===== config.mk =====
export PLATFORM = sky130hd
export DESIGN_NAME = mem_arbiter
export DESIGN_NICKNAME = d
export VERILOG_FILES = /design/src/rtl/mem_arbiter.sv
export SDC_FILE = /design/constraint.sdc
export NUM_CORES = 1
export LEC_CHECK = 0
export CAP_MARGIN = 15
export CORE_AREA = 4 4 147 149
export DETAILED_ROUTE_END_ITERATION = 7
export DIE_AREA = 0 0 151 153
export GPL_TIMING_DRIVEN = 0
export PLACE_DENSITY_LB_ADDON = 0.1
export SLEW_MARGIN = 20
export SYNTH_ARGS = -nofsm -noshare
export SYNTH_HDL_FRONTEND = slang
export SYNTH_SLANG_ARGS = --single-unit

===== constraint.sdc =====
create_clock -name CLK -period 3.6 [get_ports CLK]
set_clock_uncertainty 0.1 [all_clocks]
set_input_delay 0.9 -clock CLK [delete_from_list [all_inputs] [get_ports CLK]]
set_output_delay 0.9 -clock CLK [all_outputs]
set_load 0.01 [all_outputs]

===== src/rtl/mem_arbiter.sv =====
`default_nettype none
// ============================================================================
// Module   : mem_arbiter
// Purpose  : Shares one RAM port between N_CORES cores, each with an icache
//            read port and a dcache read/write port. Inside a core the dcache
//            has priority over the icache. Across cores, grants rotate
//            round-robin. A dcache grant stays locked for a whole block of
//            BLOCK_WORDS accesses, so one block is never split by another
//            requester.
// Ports    : CLK, RST           - clock (rising edge), synchronous active-high reset
//            iREN/iaddr/iwait   - per-core icache read request, address, stall
//            dREN/dWEN/daddr/
//            dstore/dwait       - per-core dcache request, address, data, stall
//            iload/dload        - RAM read data broadcast to all cores
//            ramREN/ramWEN/
//            ramaddr/ramstore   - shared RAM request
//            ramload/ramstate   - RAM read data and status (FREE/BUSY/ACCESS/ERROR)
//            err_count          - saturating count of ERROR cycles while granted
// Revision : 1.0 - initial release
// ============================================================================
module mem_arbiter #(
    parameter int N_CORES     = 2,
    parameter int BLOCK_WORDS = 2,
    parameter int ERRW        = 16
) (
    input  logic                   CLK,
    input  logic                   RST,
    input  logic [N_CORES-1:0]     iREN,
    input  logic [32*N_CORES-1:0]  iaddr,
    output logic [N_CORES-1:0]     iwait,
    output logic [31:0]            iload,
    input  logic [N_CORES-1:0]     dREN,
    input  logic [N_CORES-1:0]     dWEN,
    input  logic [32*N_CORES-1:0]  daddr,
    input  logic [32*N_CORES-1:0]  dstore,
    output logic [N_CORES-1:0]     dwait,
    output logic [31:0]            dload,
    output logic                   ramREN,
    output logic                   ramWEN,
    output logic [31:0]            ramaddr,
    output logic [31:0]            ramstore,
    input  logic [31:0]            ramload,
    input  logic [1:0]             ramstate,
    output logic [ERRW-1:0]        err_count
);

    localparam int c_IDX_W  = (N_CORES > 1) ? $clog2(N_CORES) : 1;
    localparam int c_BEAT_W = (BLOCK_WORDS > 1) ? $clog2(BLOCK_WORDS) : 1;

    localparam logic [1:0] c_RS_ACCESS = 2'd2;
    localparam logic [1:0] c_RS_ERROR  = 2'd3;

    typedef enum logic [1:0] {
        ST_IDLE    = 2'd0,
        ST_GRANT_D = 2'd1,
        ST_GRANT_I = 2'd2
    } state_t;

    state_t               state_q,   state_d;
    logic [c_IDX_W-1:0]   grant_q,   grant_d;
    logic [c_BEAT_W-1:0]  beat_q,    beat_d;
    logic [c_IDX_W-1:0]   rr_last_q, rr_last_d;
    logic [ERRW-1:0]      err_q,     err_d;

    logic [31:0]          w_iaddr  [N_CORES];
    logic [31:0]          w_daddr  [N_CORES];
    logic [31:0]          w_dstore [N_CORES];
    logic [N_CORES-1:0]   w_d_req;
    logic                 w_g_dreq;
    logic                 w_g_ireq;
    logic                 w_pick_valid;
    logic                 w_pick_d;
    logic [c_IDX_W-1:0]   w_pick_idx;
    logic [c_IDX_W-1:0]   w_cand;
    logic                 w_access;

    // Split the flat per-core buses into per-core words.
    for (genvar k = 0; k < N_CORES; k++) begin : g_unpack
        assign w_iaddr[k]  = iaddr[32*k +: 32];
        assign w_daddr[k]  = daddr[32*k +: 32];
        assign w_dstore[k] = dstore[32*k +: 32];
    end

    assign w_d_req  = dREN | dWEN;
    assign w_g_dreq = w_d_req[grant_q];
    assign w_g_ireq = iREN[grant_q];
    assign w_access = (ramstate == c_RS_ACCESS);

    assign iload     = ramload;
    assign dload     = ramload;
    assign err_count = err_q;

    // Round-robin scan starting after the last served core. Every dcache
    // request is considered before any icache request.
    always_comb begin
        w_pick_valid = 1'b0;
        w_pick_d     = 1'b0;
        w_pick_idx   = '0;
        w_cand       = '0;
        for (int j = 0; j < N_CORES; j++) begin
            w_cand = c_IDX_W'((int'(rr_last_q) + 1 + j) % N_CORES);
            if (!w_pick_valid && w_d_req[w_cand]) begin
                w_pick_valid = 1'b1;
                w_pick_d     = 1'b1;
                w_pick_idx   = w_cand;
            end
        end
        for (int j = 0; j < N_CORES; j++) begin
            w_cand = c_IDX_W'((int'(rr_last_q) + 1 + j) % N_CORES);
            if (!w_pick_valid && iREN[w_cand]) begin
                w_pick_valid = 1'b1;
                w_pick_idx   = w_cand;
            end
        end
    end

    // RAM request and stalls follow the live request of the granted core, so
    // a request that drops releases the RAM in the same cycle. The address and
    // data buses are zeroed whenever no strobe is driven.
    always_comb begin
        ramREN   = 1'b0;
        ramWEN   = 1'b0;
        ramaddr  = '0;
        ramstore = '0;
        iwait    = '1;
        dwait    = '1;
        case (state_q)
            ST_GRANT_D: begin
                if (w_g_dreq) begin
                    // A simultaneous read and write resolves to the write.
                    ramWEN   = dWEN[grant_q];
                    ramREN   = dREN[grant_q] & ~dWEN[grant_q];
                    ramaddr  = w_daddr[grant_q];
                    ramstore = w_dstore[grant_q];
                    if (w_access) begin
                        dwait[grant_q] = 1'b0;
                    end
                end
            end
            ST_GRANT_I: begin
                if (w_g_ireq) begin
                    ramREN  = 1'b1;
                    ramaddr = w_iaddr[grant_q];
                    if (w_access) begin
                        iwait[grant_q] = 1'b0;
                    end
                end
            end
            default: ;
        endcase
    end

    always_comb begin
        state_d   = state_q;
        grant_d   = grant_q;
        beat_d    = beat_q;
        rr_last_d = rr_last_q;
        err_d     = err_q;

        // ERROR only counts while a strobe is actually presented to the RAM.
        if ((ramREN || ramWEN) && (ramstate == c_RS_ERROR) && (err_q != {ERRW{1'b1}})) begin
            err_d = err_q + 1'b1;
        end

        case (state_q)
            ST_IDLE: begin
                if (w_pick_valid) begin
                    state_d = w_pick_d ? ST_GRANT_D : ST_GRANT_I;
                    grant_d = w_pick_idx;
                    beat_d  = '0;
                end
            end
            ST_GRANT_D: begin
                if (!w_g_dreq) begin
                    state_d   = ST_IDLE;
                    beat_d    = '0;
                    rr_last_d = grant_q;
                end else if (w_access) begin
                    if (beat_q == c_BEAT_W'(BLOCK_WORDS - 1)) begin
                        state_d   = ST_IDLE;
                        beat_d    = '0;
                        rr_last_d = grant_q;
                    end else begin
                        beat_d = beat_q + 1'b1;
                    end
                end
            end
            ST_GRANT_I: begin
                if (!w_g_ireq) begin
                    state_d = ST_IDLE;
                end else if (w_access) begin
                    state_d   = ST_IDLE;
                    rr_last_d = grant_q;
                end
            end
            default: begin
                state_d = ST_IDLE;
            end
        endcase
    end

    always_ff @(posedge CLK) begin
        if (RST) begin
            state_q   <= ST_IDLE;
            grant_q   <= '0;
            beat_q    <= '0;
            rr_last_q <= c_IDX_W'(N_CORES - 1);
            err_q     <= '0;
        end else begin
            state_q   <= state_d;
            grant_q   <= grant_d;
            beat_q    <= beat_d;
            rr_last_q <= rr_last_d;
            err_q     <= err_d;
        end
    end

endmodule
`default_nettype wire


======== Yosys cells after proc, flatten, opt, wreduce, memory -nomap -nowiden ========
Index checks and enable logic that the tools add are counted.
storage, ports and cells
  bits in registers ....................... 21
  bits in latches ......................... 0
  RAM bits ................................ 0
  memory bits (read-only) ................. 0
  input port bits ......................... 234
  output and inout bits ................... 150
  word-level logic and storage cells ...... 116
  memories kept ........................... 0
cells by class
  add/subtract/negate cells ............... 4
  $mul .................................... 0
  divide/modulo/power cells ............... 0
  $lt $le $gt $ge ......................... 5
  eq/ne operators ......................... 11
  shifts and indexed selects .............. 0
  mux-type cells .......................... 69
  bitwise gates (word level) .............. 5
  reductions and logical operators ........ 17
operators with widths
  kind                                                      count
  two-way mux 32 bit                                        13
  case mux 32 bit (2 select lines)                          1
  two-way mux 1 bit                                         38
  two-way mux 2 bit                                         12
  adder 16 x 1 -> 16 bit, second input constant             1
  != test 16 bit, second input constant                     1
  != test 3 bit, second input constant                      3
  == test 2 bit, second input constant                      3
  logical AND 1 bit                                         6
  < comparator 1 x 2 -> 1 bit, second input constant        3
  != test 2 bit, second input constant                      3
  case mux 1 bit (2 select lines)                           3
  case mux 2 bit (3 select lines)                           1
  AND reduction 5 bit                                       1
  AND reduction 4 bit                                       1
  nonzero test 2 bit                                        2
  adder 1 bit, second input constant                        3
  logical NOT 1 bit                                         3
  AND reduction 3 bit                                       1
  == test 2 x 1 -> 1 bit, second input constant             1
  greater-or-equal comparator 2 bit, second input constant  1
  logical NOT 2 bit                                         1
  inverter 1 -> 2 bit                                       1
  inverter 2 bit                                            1
  other kinds (7)                                           7

======== Depth between registers and ports, before layout ========
Gate-level depths: netlist of the first run.
  depth in word-level cells ............... 15
  depth in mapped cells ................... 9
  depth with buffers taken out ............ 8

======== Worst setup path after synthesis of the first run ========
Ideal clock, no wire load.
  path type ............................... input to output
  from .................................... in dREN[1]
  to ...................................... out ramstore[10]
  data arrival time ....................... 1970 ps
  required time ........................... 2600 ps
  slack ................................... 630 ps
  stages .................................. 5
  path buffers ............................ 2
  cell sequence ........................... nor2_1 > a211o_1 > clkbuf_1 > buf_1 > nor2_1
on the way
  word-level cells in the longest chain between the ends .. 5
ends and longest elaborated chain
  element                                               line  RTL
  from (decl)                                           32    input logic [N_CORES-1:0] dREN,
  OR 2 bit                                              84    assign w_d_req = dREN | dWEN;
  two-way mux 1 bit (implied by the code) (2 in a row)  85    assign w_g_dreq = w_d_req[grant_q];
  two-way mux 32 bit                                    129   if (w_g_dreq) begin
  two-way mux 32 bit                                    127   case (state_q)
  to (decl)                                             41    output logic [31:0] ramstore,
No other way between the ends. The select of a mux whose other input is x is not followed.

======== Worst setup path in the final report of the first run ========
  from .................................... in iREN[1]
  to ...................................... out ramaddr[13]
on the way
  word-level cells in the longest chain between the ends .. 4
ends and longest elaborated chain
  element                                               line  RTL
  from (decl)                                           28    input logic [N_CORES-1:0] iREN,
  two-way mux 1 bit (implied by the code) (2 in a row)  86    assign w_g_ireq = iREN[grant_q];
  two-way mux 32 bit                                    141   if (w_g_ireq) begin
  case mux 32 bit (2 select lines)                      127
  to (decl)                                             40    output logic [31:0] ramaddr,
No other way between the ends. The select of a mux whose other input is x is not followed.

==> results of run 1 <==
through the flow:
stage | cells | hold slack [ns] | worst slack (ns) | setup TNS, ns | area (um2)
CTS | 1057 | 0.3934 | 0.005706 | 0 | 7317
global route | 1057 | 0.4136 | -0.01566 | -0.03599 | 7316
global placement | 1051 | 0.3768 | -0.9494 | -49.21 | 7182
floorplan | 430 | 0.3578 | 0.6305 | 0 | 3331
detailed placement | 1051 | 0.3863 | -0.9613 | -49.86 | 7182
finish | 1057 | 0.3939 | 0.05723 | 0 | 7316
area by class of cell:
cell class              instances  area share (%)
clock buffers                   3           1.026
inverters                       6          0.3079
plain buffers                  92           9.184
clock inverters                 1         0.06841
well taps                     270           4.618
flip-flops and latches         21           5.747
repair buffers                353           47.68
multi-input cells             311           31.37
Yosys cell counts (2+ instances only):
| master | number | area (um2) |
|---|---|---|
| mux2i_1 | 98 | 980.9 |
| and3_1 | 4 | 25.02 |
| nor3_1 | 4 | 20.02 |
| or3_1 | 3 | 18.77 |
| clkbuf_1 | 15 | 56.30 |
| xor2_1 | 13 | 113.9 |
| o22a_1 | 32 | 280.3 |
| and2_1 | 4 | 25.02 |
| a211o_1 | 2 | 17.52 |
| buf_6 | 2 | 22.52 |
| nor2_1 | 87 | 326.6 |
| nor2b_1 | 2 | 12.51 |
| buf_2 | 9 | 45.04 |
| nand4_1 | 9 | 56.30 |
| buf_4 | 64 | 480.5 |
| inv_1 | 5 | 18.77 |
| dfxtp_1 | 21 | 420.4 |
| ha_1 | 4 | 50.05 |
| a21oi_1 | 5 | 25.02 |
| o2bb2ai_1 | 2 | 17.52 |
| nand2_1 | 11 | 41.29 |
| buf_1 | 2 | 7.510 |
| o21ai_0 | 4 | 20.02 |
| nand3_1 | 7 | 35.03 |
report_power, final:
part / switching, mW / total [mW] / internal (mW)
sequential: 0.00646 / 0.248 / 0.242
clock: 0.0841 / 0.233 / 0.149
combinational: 0.537 / 1.22 / 0.679
per-layer routing:
| metal | up-vias | routed length [um] | track usage (%) |
|---|---|---|---|
| li1 | 2167 | - | - |
| met5 | - | 0 | 0 |
| met1 | 1978 | 6735 | 16.24 |
| met4 | 0 | 422 | 3.627 |
| met3 | 18 | 1370 | 4.264 |
| met2 | 167 | 11100 | 31.77 |
path summary, 6_finish.rpt:
| path | endpoint | depth (start not counted) | from |
|---|---|---|---|
| worst max register to register | err_count[15] | 9 | state_q[1] |
| worst min register to register | state_q[0] | 1 | state_q[0] |
| worst min-delay path | state_q[0] | 1 | state_q[0] |
| worst max-delay path | ramaddr[13] | 7 | iREN[1] |
repair_timing:
item                                   CTS  global route
pin swaps                                2             0
endpoints found under the hold margin    0             0
buffers inserted                         2             0
setup endpoints to repair               67            14
resized for setup                      195            10
flip-flops by register name, summed over array words and instances (netlist names):
| register | count |
|---|---|
| state_q | 2 |
| rr_last_q | 1 |
| beat_q | 1 |
| err_count | 16 |
| grant_q | 1 |
kinds of logic (layout without fill, tap and decap cells):
kind of cell	after synthesis	count (layout)	share of synthesized area [%]
AND/OR/NAND/NOR	140	140	19.31
adder cells (fa/ha/maj)	4	4	1.503
flip-flops	21	21	12.62
multiplexers	99	99	29.90
XOR/XNOR	14	14	3.682
AO/OA/AOI/OAI	54	54	13.94
buffers and inverters	98	455	19.05
==> impl_metrics.yaml, run 1 <==
run_status:
  run_status: "finished clean"
finish:
  num_antenna_cells: 0
  final_nets: 1026
  seqCellArea_um2: 420.4
  multiInputGateArea_mm2: 0.002295
  final_common_cell: "clkdlybuf4s50_1"
  area_growth_pct: 119.6
  mostFrequentLayoutCells: "clkdlybuf4s50_1 (281), mux2i_1 (98), nor2_1 (86)"
  fin_util_pct: 36.27
  n_fill_cell: 2129
  drive_gt1_share_pct: 18.68
clock_network:
  cts_hold_buf: 0
  cts_root_buf: "clkbuf_16"
  numClockSinks: 21
  clk_path_buf_depth: 2
  clk_latency_ns: 0.25
  cts_made_buffers: 3
  cts_tree: "built"
  clk_pin_slew_ns: 0.06
  htreeDepth: 1
placed_design:
  dp_hpwl_mm: 17.35
  io_buffer_count: 351
  gp_congestion: 0.7894
setup_path:
  crit_required_ns: 2.60
  path_buf_inv: 3
  worst_setup_path_start_kind: "input port"
  cp_slowest_cell: "clkdlybuf4s50_1"
  crit_type: "input port to output pin"
  r2r_slack_ns: 1.34
  worstPathCellList: "clkdlybuf4s50_1 > mux2_4 > nand2_4 > buf_4 > o22a_1 > nor2_1 > dlygate4sd2_1"
  cpLargestDelayFamily: "buffers and inverters"
  cp-end-kind: "output pin"
  slowest_delay_ns: 0.48
  crit_fanout: 10
  worstPathArrival_ns: 2.54
timing:
  rsz0062_at_grt: "yes"
  setup_viol: 0
  fin_crit_ns: 3.543
  slew_headroom_pct: 47.82
  period_share_pct: 98.41
  drv_slew: 0
  worstMarginPinSlew_ns: 0.7828
  hold_violations: 0
  fmax_mhz: 282.3
drt:
  wl_per_cell_um: 18.57
  num_vias: 4330
  antenna_left: 0
  via_per_inst: 4.096
  drc: 0
  finalWirelength_mm: 19.63
  dr.pass1.iters: 4
  drt_first_iter_violations: 114
floorplanning:
  floorplan.initialDensity_pct: 16.51
  io_pins: 384
  die_y_um: 153
  num_rows: 52
  die-area_mm2: 0.02310
  core_mm2: 0.02017
  die_w_um: 151
logic_synthesis:
  synth_cells: 430
  ys_seq_area_share_pct: 12.62
  syn_nets: 668
  ys_async_sr_fraction_pct: 0
  synthFlopType: "dfxtp_1"
  syn_area_per_cell_um2: 7.746
  ys_ff_latch: 21
  synth_edf_count: 0
  synth_cell_types: 45
  yosys_warnings: 0
  syn_area_mm2: 0.003331
power:
  powerDensity_mw_per_mm2: 232.0
  p_leak_nw: 2.887
  vdd_drop_max_uv: 131.9
  total_power_mw: 1.697
global_route:
  grt_max_degree: 13
  grt_overflow: 0
  grt_pass1_wl_mm: 28.47
  grt_pass1_vias: 4666
  grtUsageTotal_pct: 15.99
  antenna_found_initial: 0
job:
  maxCapViolCount: 0
min_path:
  worst_hold_path_type: "flop to flop"
Power figures use the tool's default switching activity.
==> run 2, diff against run 1 <==
--- a/config.mk
+++ b/config.mk
@@ -11,6 +11,7 @@
 export DIE_AREA = 0 0 151 153
 export GPL_TIMING_DRIVEN = 0
 export PLACE_DENSITY_LB_ADDON = 0.1
+export SETUP_SLACK_MARGIN = 0.02
 export SLEW_MARGIN = 20
 export SYNTH_ARGS = -nofsm -noshare
 export SYNTH_HDL_FRONTEND = slang
==> impl_metrics.yaml, run 2 (synthesis results as in run 1) <==
power:
  total_power_mw: 1.704
  p_leak_nw: 2.884
  vdd_drop_max_uv: 131.7
  powerDensity_mw_per_mm2: 232.3
timing:
  period_share_pct: 97.78
  fmax_mhz: 284.1
  drv_slew: 0
  fin_crit_ns: 3.520
  setup_viol: 0
  tns_ns: 0
  worstMarginPinSlew_ns: 0.8007
  slew_headroom_pct: 46.62
  rsz0062_at_grt: "no"
  timing.final.ws_setup_ns: 0.07977
  hold_violations: 0
placed_design:
  io_buffer_count: 351
  gp_congestion: 0.7894
  place_ws_ns: -0.9613
  dpl_cell_area_mm2: 0.007182
  dp_hpwl_mm: 17.35
  dpl.cell_count: 1051
drt:
  num_vias: 4345
  drc: 0
  finalWirelength_mm: 19.66
  drt_first_iter_violations: 97
  via_per_inst: 4.107
  dr.pass1.iters: 4
  antenna_left: 0
  wl_per_cell_um: 18.58
global_route:
  antenna_found_initial: 0
  grt_pass1_wl_mm: 28.55
  grt_max_degree: 13
  grt_pass1_vias: 4690
  grtUsageTotal_pct: 16.04
  grt_overflow: 0
min_path:
  whs_endpoint: "state_q[0]"
  hp-start: "state_q[0]"
  worstHoldPathCells: 1
  worst_hold_path_type: "flop to flop"
finish:
  drive_gt1_share_pct: 19.16
  final_common_cell: "clkdlybuf4s50_1"
  final_cells: 1058
  largest_reg_flops: 16
  final_area_mm2: 0.007335
  num_antenna_cells: 0
  area_growth_pct: 120.2
  final_nets: 1027
  mostFrequentLayoutCells: "clkdlybuf4s50_1 (281), mux2i_1 (98), nor2_1 (86)"
floorplanning:
  io_pins: 384
  num_rows: 52
  floorplan.initialDensity_pct: 16.51
  die_w_um: 151
  die-area_mm2: 0.02310
  core_mm2: 0.02017
  die_y_um: 153
setup_path:
  rr_endpoint: "err_count[15]"
  cpLargestDelayFamily: "buffers and inverters"
  crit_required_ns: 2.60
  r2r_start: "state_q[1]"
  r2r_slack_ns: 1.34
  crit_type: "input port to output pin"
  worst_setup_path_start_kind: "input port"
  path_buf_inv: 3
  slowest_delay_ns: 0.54
  ff2ff_path_depth: 9
  worstPathCellList: "clkdlybuf4s50_1 > mux2_4 > nand2_4 > clkbuf_8 > o22a_1 > nor2_1 > dlygate4sd2_1"
  worstPathArrival_ns: 2.52
  cp_slowest_cell: "clkdlybuf4s50_1"
  crit_fanout: 10
  cp-end-kind: "output pin"
clock_network:
  numClockSinks: 21
  clk_path_buf_depth: 2
  clk_pin_slew_ns: 0.06
  htreeDepth: 1
  cts_tree: "built"
  cts_made_buffers: 3
  clk_latency_ns: 0.25
  cts_hold_buf: 0
  cts_root_buf: "clkbuf_16"
run_status:
  run_status: "finished clean"
job:
  maxCapViolCount: 0
==> run 2: cell types whose count changed in the layout (fill, tap and decap cells not counted) <==
cell	previous run	this run
nor2b_1	2	1
buf_6	2	3
dlygate4sd2_1	20	13
buf_4	69	67
nor2b_2	0	1
clkdlybuf4s15_2	34	33
buf_2	20	19
clkbuf_8	4	6
clkbuf_2	2	6
clkdlybuf4s15_1	3	8
==> run 2: through the flow <==
step | hold WS [ns] | util, %
2_1_floorplan | 0.3578 | -
3_3_place_gp | 0.3768 | 35.61
3_5_place_dp | 0.3863 | 35.61
4_1_cts | 0.3934 | 36.41
5_1_grt | 0.4136 | 36.36
6_report | 0.3938 | 36.36
==> run 2: power by group <==
part           switching, mW  internal [mW]  total [mW]
Sequential           0.00656          0.242       0.248
Combinational          0.537          0.684        1.22
Clock                 0.0848          0.149       0.234
Total                  0.629           1.08        1.70
==> run 2: worst register-to-register path, cell delays in order, from the launching register on <==
cell	delay, ns
dfxtp_1	0.33
inv_1	0.08
ha_1	0.25
and4bb_1	0.28
a211oi_4	0.06
buf_4	0.16
o22ai_4	0.24
nand4_2	0.18
or3_1	0.34
a21oi_1	0.16
==> run 2: final cells by class <==
cell class              instances  area, um2
well taps                     270      337.8
flip-flops and latches         21      420.4
fillers                      2129      12830
plain buffers                  92      681.9
inverters                       6      22.52
repair buffers                354       3495
clock buffers                   3      75.07
multi-input cells             311       2297
clock inverters                 1      5.005
==> run 2: timing repair <==
action / in CTS / in global routing
buffers inserted: 2 / 0
gates cloned: 1 / 0
endpoints found under the setup margin: 67 / 23
pin swaps: 3 / 0
gates resized for setup: 191 / 25
==> run 2: how the worst max path moves through the flow <==
stage,startpoint,to,slack (ns),cells past startpoint
final,iREN[1],ramaddr[5],0.08,7
after global routing,iREN[1],ramaddr[5],0.02,7
after CTS,iREN[1],ramaddr[17],0.006,7
after detailed placement,dREN[1],ramstore[7],-0.96,7
after floorplan,dREN[1],ramstore[10],0.63,5
after global placement,dREN[1],ramstore[4],-0.95,7
==> run 2: per-layer routing <==
metal | routed length (um) | up-vias | track usage, %
met1 | 6650 | 1990 | 16.19
met5 | 0 | - | 0
met2 | 11100 | 165 | 31.92
met3 | 1402 | 24 | 4.235
met4 | 510 | 0 | 3.843
li1 | - | 2166 | -
==> run 3, diff against run 2 <==
--- a/config.mk
+++ b/config.mk
@@ -6,9 +6,10 @@
 export NUM_CORES = 1
 export LEC_CHECK = 0
 export CAP_MARGIN = 15
-export CORE_AREA = 4 4 147 149
+export CORE_AREA = 4 4 146 148
 export DETAILED_ROUTE_END_ITERATION = 7
-export DIE_AREA = 0 0 151 153
+export DIE_AREA = 0 0 150 152
+export DONT_BUFFER_PORTS = 1
 export GPL_TIMING_DRIVEN = 0
 export PLACE_DENSITY_LB_ADDON = 0.1
 export SETUP_SLACK_MARGIN = 0.02
==> impl_metrics.yaml, run 3 (synthesis results as in run 1) <==
placed_design:
  io_buffer_count: 0
  dp_hpwl_mm: 12.11
  dpl_cell_area_mm2: 0.003669
  gp_congestion: 0.7700
  dpl.cell_count: 700
timing:
  drv_slew: 0
  slew_headroom_pct: 50.22
  period_share_pct: 93.39
  worstMarginPinSlew_ns: 0.7467
  fmax_mhz: 297.4
  setup_viol: 0
  hold_violations: 0
  fin_crit_ns: 3.362
  rsz0062_at_grt: "no"
setup_path:
  worst_setup_path_start_kind: "input port"
  cp-end-kind: "output pin"
  worstPathArrival_ns: 2.36
  crit_fanout: 10
  path_buf_inv: 2
  crit_type: "input port to output pin"
  slowest_delay_ns: 0.39
  worstPathCellList: "nor2_1 > a211o_1 > clkbuf_2 > clkbuf_1 > nor2_1"
  cp_slowest_cell: "clkbuf_1"
  crit_required_ns: 2.60
  crit_top_cell: "nor2_1"
  cpLargestDelayFamily: "buffers and inverters"
finish:
  multiInputGateArea_mm2: 0.002276
  fin_util_pct: 18.71
  final_area_mm2: 0.003750
  seqCellArea_um2: 420.4
  area_growth_pct: 12.58
  mostFrequentLayoutCells: "mux2i_1 (98), nor2_1 (87), buf_4 (64)"
  drive_gt1_share_pct: 20.05
  final_nets: 673
  largest_reg_flops: 16
  final_common_cell: "mux2i_1"
  num_antenna_cells: 0
  final_cells: 704
  n_fill_cell: 2301
clock_network:
  cts_tree: "built"
  clk_pin_slew_ns: 0.06
  cts_root_buf: "clkbuf_16"
  numClockSinks: 21
  clk_path_buf_depth: 2
  clk_latency_ns: 0.25
  cts_made_buffers: 3
  cts_hold_buf: 0
  htreeDepth: 1
run_status:
  run_status: "finished clean"
drt:
  finalWirelength_mm: 13.86
  antenna_left: 0
  wl_per_cell_um: 19.68
  drt_first_iter_violations: 101
  drc: 0
  num_vias: 3096
  dr.pass1.iters: 4
  via_per_inst: 4.398
min_path:
  worst_hold_path_type: "flop to flop"
global_route:
  antenna_found_initial: 0
  grt_pass1_wl_mm: 19.80
  grtUsageTotal_pct: 10.89
  grt_max_degree: 12
  grt_pass1_vias: 3241
  grt_overflow: 0
floorplanning:
  num_rows: 52
  core_mm2: 0.02004
  die-area_mm2: 0.02280
  io_pins: 384
  die_w_um: 150
  die_y_um: 152
  floorplan.initialDensity_pct: 16.62
power:
  powerDensity_mw_per_mm2: 336.5
  p_leak_nw: 1.368
  vdd_drop_max_uv: 129.1
job:
  maxCapViolCount: 0
==> run 3: cell types whose count changed in the layout (fill, tap and decap cells not counted), moves of 7 or more <==
cell             delta
buf_2              -10
clkdlybuf4s50_1   -281
dlygate4sd2_1      -13
clkdlybuf4s15_2    -33
clkbuf_1            +7
clkdlybuf4s15_1     -8
==> run 3: layer usage <==
metal,vias up,GRT usage (%),wire [um]
met5,-,0,0
met4,0,1.743,137
met3,10,1.668,966
met2,183,21.20,7507
met1,1444,12.50,5244
li1,1459,-,-
==> run 3: cell type report <==
class	count	area share (%)
multi-input combinational	311	60.69
buffer	92	16.38
sequential	21	11.21
tap	270	9.009
clock buffer	4	2.102
inverter	6	0.6006
==> run 3: power by group <==
group          internal (mW)  switching (mW)
clock                  0.151          0.0879
combinational          0.314           0.459
sequential             0.242         0.00769
==> run 3: worst paths after layout <==
check	start	end	slack (ns)	depth (start not counted)
setup / recovery	dREN[1]	ramstore[13]	0.24	5
hold / removal	state_q[1]	state_q[1]	0.40	1
setup reg to reg	state_q[0]	err_count[15]	1.40	7
hold reg to reg	state_q[1]	state_q[1]	0.40	1
==> run 3: what timing repair did <==
| action | 4_1_cts | 5_1_grt |
|---|---|---|
| setup endpoints to repair | 30 | 1 |
| setup buffers | 0 | 0 |
| resized for setup | 1 | 2 |
==> run 3: per-stage QoR <==
step                setup TNS (ns)  hold WS, ns  worst slack [ns]  total power, mW
finish                           0       0.3960            0.2378            1.262
global route                     0       0.4057            0.1279            1.343
CTS                              0       0.3962           0.02938            1.290
detailed placement         -0.7274       0.3818          -0.04952            1.043
global placement                 0       0.3859          0.005119            1.038
floorplan                        0       0.3578            0.6305           0.8795
